<file path="config.mk">
export PLATFORM = sky130hd
export DESIGN_NAME = debounce_bcd_counter
export DESIGN_NICKNAME = d
export VERILOG_FILES = /design/src/rtl/debounce_bcd_counter.sv
export SDC_FILE = /design/constraint.sdc
export NUM_CORES = 1
export LEC_CHECK = 0
export CAP_MARGIN = 25
export CORE_ASPECT_RATIO = 0.7
export CORE_MARGIN = 4
export CORE_UTILIZATION = 35
export DETAILED_ROUTE_END_ITERATION = 16
export GPL_ROUTABILITY_DRIVEN = 0
export MAX_ROUTING_LAYER = met4
export SYNTH_ARGS = -nofsm -noshare
export SYNTH_HDL_FRONTEND = slang
export SYNTH_SLANG_ARGS = --single-unit
</file>
<file path="constraint.sdc">
create_clock -name clk -period 2.77 [get_ports clk]
set_input_delay 0.554 -clock clk [delete_from_list [all_inputs] [get_ports clk]]
set_output_delay 0.554 -clock clk [all_outputs]
set_load 0.005 [all_outputs]
</file>
<file path="src/rtl/debounce_bcd_counter.sv">
// Multi-channel switch debouncer driving an up/down modulo counter.
// A shared prescaler tick paces per-channel consecutive-sample filters; everything runs on clk.

`timescale 1ns/1ps

module debounce_bcd_counter_chk #(
  parameter int N_CH  = 2,
  parameter int MOD   = 10,
  parameter int CNT_W = 4
) (
  input logic             clk,
  input logic             rst_n,
  input logic [N_CH-1:0]  sw_db,
  input logic [N_CH-1:0]  sw_rise,
  input logic [CNT_W-1:0] count,
  input logic             wrap
);

  localparam logic [CNT_W-1:0] MOD_M1 = CNT_W'(MOD - 1);
  localparam logic [CNT_W-1:0] CNT_ZERO = {CNT_W{1'b0}};

  a_count_range: assert property (@(posedge clk) disable iff (!rst_n)
    count <= MOD_M1);

  a_wrap_value: assert property (@(posedge clk) disable iff (!rst_n)
    wrap |-> ((count == CNT_ZERO) || (count == MOD_M1)));

  a_wrap_pulse: assert property (@(posedge clk) disable iff (!rst_n)
    wrap |=> !wrap);

  a_rise_level: assert property (@(posedge clk) disable iff (!rst_n)
    (sw_rise & ~sw_db) == {N_CH{1'b0}});

endmodule

module debounce_bcd_counter #(
  parameter int N_CH     = 2,
  parameter int DIV_BITS = 16,
  parameter int STABLE   = 4,
  parameter int MOD      = 10,
  parameter int CNT_W    = 4
) (
  input  logic             clk,
  input  logic             rst_n,
  input  logic [N_CH-1:0]  sw,
  output logic             sample_tick,
  output logic [N_CH-1:0]  sw_db,
  output logic [N_CH-1:0]  sw_rise,
  output logic [CNT_W-1:0] count,
  output logic             wrap
);

  localparam int STAB_W = $clog2(STABLE + 1);
  localparam logic [DIV_BITS-1:0] DIV_ONE  = DIV_BITS'(1);
  // One count before all-ones, so the registered compare lands on the all-ones cycle.
  localparam logic [DIV_BITS-1:0] DIV_PRE  = ~DIV_BITS'(1);
  localparam logic [STAB_W-1:0]   STAB_ONE  = STAB_W'(1);
  localparam logic [STAB_W-1:0]   STAB_LAST = STAB_W'(STABLE - 1);
  localparam logic [CNT_W-1:0]    CNT_ONE  = CNT_W'(1);
  localparam logic [CNT_W-1:0]    CNT_ZERO = {CNT_W{1'b0}};
  localparam logic [CNT_W-1:0]    MOD_M1   = CNT_W'(MOD - 1);

  logic [DIV_BITS-1:0] div_r;
  logic                tick_r;
  logic [N_CH-1:0]     sync1_r;
  logic [N_CH-1:0]     sync2_r;
  logic [CNT_W-1:0]    count_r;
  logic                wrap_r;
  logic [CNT_W-1:0]    count_nxt_s;
  logic                wrap_nxt_s;
  logic                up_s;
  logic                dn_s;

  // Free-running prescaler; the first tick appears 2^DIV_BITS - 1 cycles after reset release.
  always_ff @(posedge clk or negedge rst_n) begin
    if (!rst_n) begin
      div_r  <= {DIV_BITS{1'b0}};
      tick_r <= 1'b0;
    end else begin
      div_r  <= div_r + DIV_ONE;
      tick_r <= (div_r == DIV_PRE);
    end
  end

  assign sample_tick = tick_r;

  // Two-flop synchroniser for the raw switch inputs.
  always_ff @(posedge clk or negedge rst_n) begin
    if (!rst_n) begin
      sync1_r <= {N_CH{1'b0}};
      sync2_r <= {N_CH{1'b0}};
    end else begin
      sync1_r <= sw;
      sync2_r <= sync1_r;
    end
  end

  for (genvar i = 0; i < N_CH; i++) begin : g_ch
    logic [STAB_W-1:0] stab_r;
    logic              db_r;
    logic              rise_r;
    logic              differ_s;
    logic              accept_s;

    // A new level is accepted on the STABLE-th consecutive differing sample.
    always_comb begin
      differ_s = sync2_r[i] ^ db_r;
      accept_s = tick_r & differ_s & (stab_r == STAB_LAST);
    end

    // Stability filter and rising-edge pulse, aligned with the debounced level update.
    always_ff @(posedge clk or negedge rst_n) begin
      if (!rst_n) begin
        stab_r <= {STAB_W{1'b0}};
        db_r   <= 1'b0;
        rise_r <= 1'b0;
      end else begin
        rise_r <= accept_s & sync2_r[i];
        if (tick_r) begin
          if (!differ_s) begin
            stab_r <= {STAB_W{1'b0}};
          end else if (accept_s) begin
            stab_r <= {STAB_W{1'b0}};
            db_r   <= sync2_r[i];
          end else begin
            stab_r <= stab_r + STAB_ONE;
          end
        end else begin
          stab_r <= stab_r;
        end
      end
    end

    assign sw_db[i]   = db_r;
    assign sw_rise[i] = rise_r;
  end

  assign up_s = sw_rise[0];

  if (N_CH > 1) begin : g_dn
    assign dn_s = sw_rise[1];
  end else begin : g_no_dn
    assign dn_s = 1'b0;
  end

  // Next count: simultaneous up and down cancel.
  always_comb begin
    count_nxt_s = count_r;
    wrap_nxt_s  = 1'b0;
    case ({up_s, dn_s})
      2'b10: begin
        if (count_r == MOD_M1) begin
          count_nxt_s = CNT_ZERO;
          wrap_nxt_s  = 1'b1;
        end else begin
          count_nxt_s = count_r + CNT_ONE;
          wrap_nxt_s  = 1'b0;
        end
      end
      2'b01: begin
        if (count_r == CNT_ZERO) begin
          count_nxt_s = MOD_M1;
          wrap_nxt_s  = 1'b1;
        end else begin
          count_nxt_s = count_r - CNT_ONE;
          wrap_nxt_s  = 1'b0;
        end
      end
      default: begin
        count_nxt_s = count_r;
        wrap_nxt_s  = 1'b0;
      end
    endcase
  end

  // Counter register and wrap pulse, updated the cycle after sw_rise.
  always_ff @(posedge clk or negedge rst_n) begin
    if (!rst_n) begin
      count_r <= CNT_ZERO;
      wrap_r  <= 1'b0;
    end else begin
      count_r <= count_nxt_s;
      wrap_r  <= wrap_nxt_s;
    end
  end

  assign count = count_r;
  assign wrap  = wrap_r;

  debounce_bcd_counter_chk #(
    .N_CH  (N_CH),
    .MOD   (MOD),
    .CNT_W (CNT_W)
  ) u_chk (
    .clk     (clk),
    .rst_n   (rst_n),
    .sw_db   (sw_db),
    .sw_rise (sw_rise),
    .count   (count),
    .wrap    (wrap)
  );

endmodule

</file>
After elaboration in Yosys (flattened, before gate mapping)
Index checks and enable logic that the tools add are counted.
Widths: inputs -> output; s select.
{"block": "classes", "eq_ne": 6, "n_bitwise": 8, "add_sub_neg": 5, "reduce_logical": 4, "mux": 10}
{"operator": "$add 16x1->16 const B", "n": 1}
{"operator": "$eq 16x16->1 const B", "n": 1}
{"operator": "$mux 3", "n": 4}
{"operator": "$mux 4", "n": 2}
{"operator": "$pmux 4 s2", "n": 1}
{"operator": "$add 3x1->3 const B", "n": 2}
{"operator": "$and 1x1->1", "n": 6}
{"operator": "$eq 3x2->1 const B", "n": 2}
{"operator": "$reduce_and 3->1", "n": 2}
{"operator": "$add 4x1->4 const B", "n": 1}
{"operator": "$eq 4x4->1 const B", "n": 1}
{"operator": "$logic_not 4->1", "n": 1}
{"operator": "$sub 4x1->4 const B", "n": 1}
{"operator": "$eq 2x1->1 const B", "n": 1}
{"operator": "$eq 2x2->1 const B", "n": 1}
{"operator": "$mux 1", "n": 2}
{"operator": "$pmux 1 s2", "n": 1}
{"operator": "$reduce_bool 2->1", "n": 1}
{"operator": "$xor 1x1->1", "n": 2}
{"block": "totals", "out_inout_bits": 10, "reg_bits": 36, "input_bits": 4, "word_cells": 45}

Depth between registers and ports, before layout
{"block": "depth", "ltp_word": 5, "ltp_mapped": 6}

Least setup slack after synthesis
No wires, ideal clock.
{"block": "synth_timing", "kind": "register to register", "start": "register g_ch[1].rise_r (netlist: dn_s)", "end": "register count_r[2] (netlist: count[2])", "setup_ns": 0.066, "path_stages_with_launch": 7, "synth_period_minus_slack_ns": 1.540, "path_buffers": 1, "t_required_ns": 2.704, "t_arrival_ns": 1.474, "setup_slack_ns": 1.230, "path_cell_list": "dfrtp_1 > inv_1 > ha_1 > buf_2 > or4b_1 > o21ai_1 > a221o_1"}
{"block": "synth_between", "elab_chain_cells": 2}
{"item": "start, declared", "line_no": "101", "source": "logic rise_r;"}
{"item": "start signal, assigned", "line_no": "118", "source": "rise_r <= accept_s & sync2_r[i];"}
{"item": "$eq 2x1->1 or $eq 2x2->1 (tied branches)", "line_no": "150", "source": "case ({up_s, dn_s})"}
{"item": "$pmux 4 s2 or $reduce_bool 2->1 (tied branches)"}
{"item": "end signal, assigned", "line_no": "182", "source": "count_r <= count_nxt_s;"}
{"item": "end, declared", "line_no": "67", "source": "logic [CNT_W-1:0] count_r;"}
Several ways; a longest one is shown, not always the timed one.
A chain may end at the register's enable or synchronous reset.

Worst setup path after layout
{"block": "layout_timing", "start": "register count_r[0] (netlist: count[0])", "end": "output port count[0]"}
{"item": "end, declared", "line_no": "49", "source": "output logic [CNT_W-1:0] count,"}
No word-level cell between the ends.

==> metrics.md <==
| Metric | Value |
|---|---|
| Clock latency on the worst-skew pair | `0.29 ns` |
| Max-cap violations | `0` |
| Port bufs | `13` |
| Worst r2r dst | `count[2]` |
| Drt drc | `0` |
| Critical Path Sink Type | `output pin` |
| CTS tree | `built` |
| Area of the mapped netlist | `0.00171 mm^2` |
| Power Total | `0.00100 W` |
| Dominant cells by area after synthesis | `dfrtp_1 (53%), xnor2_1 (4.6%), xor2_1 (4.6%)` |
| Kind of critical path | `reg2out` |
| Net Sw Power | `0.000202 W` |
| Share of cells above drive strength 1 | `9.76%` |
| Gr ovfl total | `0` |
| Hold Crit Class | `reg2reg` |
| Mapped Cells | `152` |
| Drt first pass iters | `4` |
| Fin Setup TNS | `0 ns` |
| Worst Skew | `0.0119 ns` |
| DRT iter0 DRCs | `27` |
| Syn avg cell area | `11.2 um^2` |
| Tmin final | `2.06 ns` |
| Final Cycle Share | `74.5%` |
| Wire per inst | `13.0 um` |
| Num CTS Buffers | `5` |
| Yosys cell types | `40` |
| Pin count of the biggest net entering global routing | `37` |
| Warnings, synthesis | `0` |
| Seq/Total Area, Yosys | `52.8%` |
| I/O Pins | `14` |
| Maximum VDD drop | `233 uV` |
| Commonest non-fill, non-tap cell in the layout | `dfrtp_1` |
| Flop pwr share | `52.8%` |
| Clk Tree Root Cell | `clkbuf_8` |
| Crit path DAT | `1.51 ns` |
| Die X | `91.5 um` |
| Most frequent cells in the layout | `dfrtp_1 (36), clkdlybuf4s50_1 (13), inv_1 (10), nand2_1 (10)` |
| First-pass GRT wire length | `5.12 mm` |
| Post-CTS Setup Inserts | `0` |
| Antenna Nets Post-Route | `0` |
| CP bufs+invs | `1` |
| Antenna Diode Count | `0` |
| FILL cells | `413` |
| Status | `finished clean` |
| RR Startpoint | `dn_s` |
| Row count | `20` |
| Hold Crit Endpoint | `sync2_r[0]` |
| FF-to-FF setup slack | `1.07 ns` |
| Clock tree buffer depth | `2` |
| RSZ-0062 raised after global routing | `no` |
| H-tree depth | `2` |
| Post-cts sizing count | `0` |
| Worst R2R Path Depth | `4` |
| Clock-pin slew on the worst setup and hold paths | `0.08 ns` |
| Slew @ Worst Pin | `0.448 ns` |
| Die area | `0.00608 mm^2` |
| Area delta synth->final | `16.0%` |
| CTS Hold Bufs | `0` |
| CP delay by family, top | `flip-flops` |
| Initial Util | `37.7%` |
| Max Clk Rate | `485 MHz` |
| DR vias/cell | `4.84` |
| Cell Int Power | `0.000801 W` |
| Gate power share | `1.7%` |
| Synth Register Bits | `36` |
| Hold Path Stages | `0` |
| Critical path startpoint category | `register` |
| Routed wire length | `2.98 mm` |
| Post-Syn Nets | `162` |
| CP required | `2.22 ns` |
| Highest cell delay on the worst timing path | `0.62 ns` |
| Initial antenna violation count | `0` |
| Power Density | `507 mW/mm^2` |
| Net Sw Frac | `20.2%` |
| Hold slack | `0.349 ns` |
| Fin nets | `173` |
| Fin. Hold Viols | `0` |
| Worst-path fanout max | `14` |
| Vias post-DR | `1113` |
| Top cell type's share of synthesized area | `52.8%` |
| Area leader, netlist | `dfrtp_1` |
| Hold Path Origin | `sync1_r[0]` |
| Worst slew margin | `69.4%` |
| Clk network pwr share | `45.4%` |
| All-Layer GR Usage | `11.1%` |
| Final Slew Violations | `0` |
| Slowest CP cell | `dfrtp_1` |
| Vias in the first global route | `1105` |
| Leakage | `0.850 nW` |
| Area of the core | `0.00453 mm^2` |
| TritonCTS Sinks | `36` |
| Die H | `66.4 um` |
| Setup violations, final | `0` |
| HPWL after detailed placement | `2.14 mm` |
| Worst path cell trace | `clkdlybuf4s50_1` |
==> flip-flops by register name, indices dropped and copies added (netlist names) <==
signal / flops
sample_tick: 1
g_ch.stab_r: 6
sync2_r: 2
g_ch.rise_r: 1
div_r: 16
dn_s: 1
g_ch.db_r: 2
wrap: 1
sync1_r: 2
count: 4
==> cells in the mapped netlist, drive strengths merged <==
| master | number |
|---|---|
| ha | 6 |
| a211oi | 1 |
| nor4bb | 1 |
| dfrtp | 36 |
| a2111oi | 1 |
| mux2 | 3 |
| buf | 9 |
| nand2b | 2 |
| o22ai | 3 |
| a31oi | 1 |
| a211o | 1 |
| nor4 | 6 |
| a221o | 1 |
| clkbuf | 1 |
| nand4 | 5 |
| inv | 10 |
| nor2 | 6 |
| nor2b | 2 |
| o41ai | 1 |
| nor4b | 1 |
| and4 | 2 |
| nand3 | 6 |
| a32oi | 1 |
| o21ai | 4 |
| and2 | 2 |
| xor2 | 9 |
| nand2 | 10 |
| nor3b | 2 |
| and3 | 1 |
| xnor2 | 9 |
| o21a | 2 |
| nand3b | 2 |
| nor3 | 3 |
| or4b | 1 |
| o221ai | 1 |
==> metal layers <==
layer	track usage, %	vias to the layer above	part of all wire, %
li1	-	551	-
met1	13.9	532	48
met2	16.6	22	45
met3	3.98	8	5.2
met4	4.51	0	1.5
met5	-	-	0
==> worst max-delay path by stage <==
stage / from / to / slack (ns) / cells past startpoint
finish: count[0] / count[0] / 0.71 / 1
global route: count[0] / count[0] / 0.63 / 1
CTS: count[0] / count[0] / 0.71 / 1
detailed placement: count[0] / count[0] / 1.05 / 1
global placement: count[0] / count[0] / 1.09 / 1
floorplan: dn_s / count[2] / 1.23 / 6
==> power groups by stage <==
| stage | clock network [W] | logic (W) | registers, W |
|---|---|---|---|
| floorplan | 0 | 0.00000258 | 0.000540 |
| global placement | 0 | 0.0000180 | 0.000540 |
| detailed placement | 0 | 0.0000189 | 0.000540 |
| CTS | 0.000472 | 0.0000189 | 0.000530 |
| global route | 0.000495 | 0.0000209 | 0.000530 |
| finish | 0.000455 | 0.0000175 | 0.000530 |
==> cells by family (layout without fill, tap and decap cells) <==
family / Yosys count / count (layout) / synth area share, %
buf+inv: 20 / 32 / 5.65
flops: 36 / 36 / 52.8
simple gates: 52 / 52 / 18.8
compound gates: 17 / 17 / 7.11
mux: 3 / 3 / 1.98
fa+ha+maj: 6 / 6 / 4.40
xor+xnor: 18 / 18 / 9.24
==> stage by stage <==
| stage | area [um^2] | setup WS [ns] | instances | utilization (%) |
|---|---|---|---|---|
| 6_report | 1980 | 0.707 | 230 | 43.7 |
| 5_1_grt | 1980 | 0.635 | 230 | 43.7 |
| 4_1_cts | 1980 | 0.711 | 230 | 43.7 |
| 3_5_place_dp | 1870 | 1.05 | 222 | 41.2 |
| 3_3_place_gp | 1870 | 1.09 | 222 | 41.2 |
| 2_1_floorplan | 1710 | 1.23 | 152 | - |
==> cell type report <==
type | instances | area [um^2] | share of cell area (%)
Sequential cell | 36 | 901 | 45.5
Multi-Input combinational cell | 96 | 709 | 35.8
Timing Repair Buffer | 14 | 138 | 6.95
Tap cell | 66 | 82.6 | 4.17
Clock buffer | 5 | 68.8 | 3.48
Clock inverter | 3 | 42.5 | 2.15
Inverter | 10 | 37.5 | 1.90
(Power assumes the default switching activity.)
